===== src/rtl/input_fifo_rx.sv =====
// Receive side of the RTS/DCTS inter-router link: one-cycle CTS pulse per
// accepted flit, a DEPTH-entry FIFO, and a head flit popped by any output arbiter.

module input_fifo_rx_entry #(
   parameter int DATA_WIDTH = 32
) (
   input  logic                  clk,
   input  logic                  rst,
   input  logic                  we,
   input  logic [DATA_WIDTH-1:0] d,
   output logic [DATA_WIDTH-1:0] q
);
   always_ff @(posedge clk or negedge rst) begin
      if (!rst)    q <= '0;
      else if (we) q <= d;
   end
endmodule

module input_fifo_rx #(
   parameter int DATA_WIDTH = 32,
   parameter int DEPTH      = 4,
   parameter int PTR_W      = $clog2(DEPTH)
) (
   input  logic                  clk,
   input  logic                  rst,
   input  logic                  DRTS,
   input  logic [DATA_WIDTH-1:0] RX,
   input  logic                  read_en_N,
   input  logic                  read_en_E,
   input  logic                  read_en_W,
   input  logic                  read_en_S,
   input  logic                  read_en_L,
   output logic                  CTS,
   output logic [DATA_WIDTH-1:0] Data_out,
   output logic                  empty,
   output logic                  full
);
   typedef enum logic {IDLE = 1'b0, ACK = 1'b1} state_t;

   localparam logic [PTR_W:0] PTR_ONE = 1;

   state_t                               state_q, state_d;
   logic   [PTR_W:0]                     wr_ptr, rd_ptr;
   logic   [DEPTH-1:0][DATA_WIDTH-1:0]   mem_q;
   logic   [DEPTH-1:0]                   mem_we;
   logic                                 push, pop, rd_req;

   assign empty = (wr_ptr == rd_ptr);
   assign full  = (wr_ptr[PTR_W] != rd_ptr[PTR_W]) &&
                  (wr_ptr[PTR_W-1:0] == rd_ptr[PTR_W-1:0]);

   // Arbiters guarantee one-hot grants; OR-ing still caps pops at one per cycle.
   assign rd_req = read_en_N | read_en_E | read_en_W | read_en_S | read_en_L;
   assign pop    = rd_req & ~empty;

   always_ff @(posedge clk or negedge rst) begin
      if (!rst) state_q <= IDLE;
      else      state_q <= state_d;
   end

   // ACK always returns to IDLE, so a held DRTS yields one flit every two cycles.
   always_comb begin
      state_d = IDLE;
      push    = 1'b0;
      case (state_q)
         IDLE: if (DRTS && !full) begin
            push    = 1'b1;
            state_d = ACK;
         end
         ACK:  state_d = IDLE;
         default: state_d = IDLE;
      endcase
   end

   assign CTS = (state_q == ACK);

   always_ff @(posedge clk or negedge rst) begin
      if (!rst) begin
         wr_ptr <= '0;
         rd_ptr <= '0;
      end else begin
         if (push) wr_ptr <= wr_ptr + PTR_ONE;
         if (pop)  rd_ptr <= rd_ptr + PTR_ONE;
      end
   end

   for (genvar i = 0; i < DEPTH; i++) begin : g_entry
      assign mem_we[i] = push && (wr_ptr[PTR_W-1:0] == PTR_W'(i));
      input_fifo_rx_entry #(.DATA_WIDTH(DATA_WIDTH)) u_entry (
         .clk (clk),
         .rst (rst),
         .we  (mem_we[i]),
         .d   (RX),
         .q   (mem_q[i])
      );
   end

   assign Data_out = mem_q[rd_ptr[PTR_W-1:0]];

endmodule


===== config.mk =====
export PLATFORM = sky130hd
export DESIGN_NAME = input_fifo_rx
export DESIGN_NICKNAME = d
export VERILOG_FILES = /design/src/rtl/input_fifo_rx.sv
export SDC_FILE = /design/constraint.sdc
export NUM_CORES = 1
export LEC_CHECK = 0
export CAP_MARGIN = 15
export CORE_UTILIZATION = 45
export DETAILED_ROUTE_END_ITERATION = 8
export GPL_ROUTABILITY_DRIVEN = 0
export PLACE_DENSITY_LB_ADDON = 0.12
export SYNTH_ARGS = -nofsm -noshare
export SYNTH_HDL_FRONTEND = slang
export SYNTH_SLANG_ARGS = --single-unit
export TNS_END_PERCENT = 20

===== constraint.sdc =====
create_clock -name clk -period 5.13 [get_ports clk]
set_clock_uncertainty 0.05 [all_clocks]
set_input_delay 0.513 -clock clk [delete_from_list [all_inputs] [get_ports clk]]
set_output_delay 0.513 -clock clk [all_outputs]
set_load 0.005 [all_outputs]

==> results.md <==
- Num ports: 75
- Post-Syn Instances: 353
- Sequential share of the synthesized area: 52.4%
- Final setup violating endpoints: 0
- H-Tree Depth: 4
- Post-route ant nets: 0
- Fin crit share: 59.2%
- Total track usage: 18.6%
- HP Class: in2async
- Inserted Diodes: 0
- Synthesis-to-layout area growth: 21.4%
- Fin. max-slew vios: 0
- Arrival @ worst endpoint: 2.47 ns
- Lkg Pwr: 3.34 nW
- Placed cells: 591
- Num rows: 43
- Initial Utilization: 46.3%
- Final hold slack: 0.0826 ns
- Synth area leaders: dfrtp_1 52%, mux2_4 21%, mux4_2 11%
- IO buf count: 74
- Largest net degree at the start of global routing: 87
- Initial antenna violation count: 0
- Die Area: 14800 sq um
- Vias in the first global route: 3634
- Post-route minimum period: 3.04 ns
- Die width: 122 um
- Worst slack, placed: 2.05 ns
- DIE HEIGHT: 122 um
- CTS Buffer Depth: 2
- Core Region: 13900 sq um
- Syn_area_per_cell: 18.3 sq um
- Clock tree from TritonCTS: built
- Max_cap viols: 0
- Pwr per Cell Area: 734 nW/um^2
- Cts bufs inserted: 17
- Top sig layer: met4
- Post_cts resized: 0
- Worst VDD drop: 0.000518 V
- Mapped Area: 6450 sq um
- CTS sink cnt: 135
- Critical Path Fanout Max: 34
- Seq cells post-synth: 135
- Gr ovfl total: 0
- Vias: 3279
- Drt drc: 0
- Detail Route met2 WL: 5.64 mm
- Setup TNS: 0 ns
- Final Hold Viols: 0
- Final setup margin: 2.09 ns
- YS warnings: 0
- Drt wl/cell: 19.5 um
- Pwr Total: 0.00574 W
- Nets: 475
- Via/cell ratio: 5.26
- Setup Buffers After CTS: 0
- Hold Buf Count CTS: 0
- CP Launch Type: register
- Ratio of cells with drive above 1 in the final layout: 47.4%
- Metal3 WL: 432 um
- Drt first-iter violations: 177
- Drt pass-1 iters: 4
- Reg clk slew, reported paths: 0.06 ns
- Post-DP HPWL: 7.30 mm
- Root buffer cell: clkbuf_16
- Element type at the critical path end: output pin
- Worst path required time: 4.57 ns
- Area leader, netlist: dfrtp_1
- WS Path Type: reg2out
- Fillcell total: 1099
- Worst Tran Pin Value: 0.820 ns
- Max Clock Freq: 0.329 GHz
- First-pass GRT wire length: 20.2 mm
- Metal1 wirelength: 5.99 mm
- Syn_nets: 398
- Post-route insts no fill: 623
- Post-Route WL: 12.2 mm
- Slew headroom: 45.4%
- Post-synth top area share: 52.4%
- Clock Latency Late Sink: 0.41 ns
- Depth of the most critical reg-to-reg path: 5
- Status: completed
- Netlist cell types: 27
- RSZ-0062 raised after global routing: false
## path summary, 6_finish.rpt
check | start | end | slack, ns
min in group clk | g_entry[3].u_entry.q[30] | g_entry[3].u_entry.q[30] | 0.45
max in group asynchronous | rst | g_entry[2].u_entry.q[1] | 3.74
worst min register to register | g_entry[3].u_entry.q[30] | g_entry[3].u_entry.q[30] | 0.45
worst max register to register | wr_ptr[1] | g_entry[2].u_entry.q[0] | 2.40
worst max-delay path | rd_ptr[0] | Data_out[30] | 2.09
worst min-delay path | rst | g_entry[1].u_entry.q[18] | 0.08
## logic make-up (layout without fill, tap and decap cells)
| group | Yosys count | in the layout | share of synthesized area [%] |
|---|---|---|---|
| flip-flops | 135 | 135 | 52.4 |
| AO/OA/AOI/OAI | 7 | 7 | 1.09 |
| XOR/XNOR | 5 | 5 | 1.03 |
| buffers and inverters | 26 | 116 | 4.43 |
| AND/OR/NAND/NOR | 14 | 14 | 1.13 |
| adder cells (fa/ha/maj) | 5 | 5 | 0.970 |
| multiplexers | 161 | 161 | 39.0 |
## cell usage after synthesis (all sizes together)
master	number
a211o	1
a311oi	1
and2	4
and3	1
buf	20
clkbuf	3
dfrtp	135
ha	5
inv	3
mux2	129
mux4	32
nand2	4
nand3b	1
nor2	3
o21ai	2
o22a	1
o311ai	1
o31ai	1
or4	1
xnor2	3
xor2	2
## placed cells by master (no fill, tap or decap), drive strengths merged
cell type      netlist  layout
clkinv               0       5
inv                  3       3
clkbuf               3      19
o22a                 1       1
o31ai                1       1
a311oi               1       1
nand2                4       4
nor2                 3       3
buf                 20       8
ha                   5       5
clkinvlp             0       4
clkdlybuf4s50        0      73
o311ai               1       1
xor2                 2       2
bufinv               0       4
nand3b               1       1
and3                 1       1
mux2               129     129
dfrtp              135     135
mux4                32      32
a211o                1       1
xnor2                3       3
or4                  1       1
o21ai                2       2
and2                 4       4
## final cells by class
class,instances,area [sq um],share of cell area [%]
Clock inverter,13,179,2.29
Tap cell,180,225,2.88
Timing Repair Buffer,81,795,10.2
Multi-Input combinational cell,192,2790,35.7
Inverter,3,11.3,0.144
Clock buffer,19,443,5.66
Sequential cell,135,3380,43.2
## stage by stage
step           util [%]  cell area [sq um]
6_report           56.2               7830
5_1_grt            56.2               7830
3_3_place_gp       51.7               7210
4_1_cts            56.2               7830
2_1_floorplan         -               6450
3_5_place_dp       51.7               7210
## sequential cells by signal, indices dropped and copies added (netlist names)
register and count:
rd_ptr 3, CTS 1, wr_ptr 3, g_entry.u_entry.q 128
## routing by layer
metal	global-route usage [%]	up-vias
met5	0	-
met4	6.94	0
met3	5.10	12
met2	27.3	62
met1	26.4	1750
li1	-	1455
## power breakdown
part / leakage [nW] / internal (W) / switching [W]
sequential: 1.61 / 0.00162 / 0.000315
combinational: 1.44 / 0.00171 / 0.000818
clock: 0.295 / 0.000822 / 0.000453
total: 3.34 / 0.00416 / 0.00159
## worst max-delay path, cell delays in order, from the launching register on
cell and delay (ns):
dfrtp_2 0.38, buf_4 0.58, mux4_2 0.63, clkdlybuf4s50_1 0.47
(Power assumes the default switching activity.)
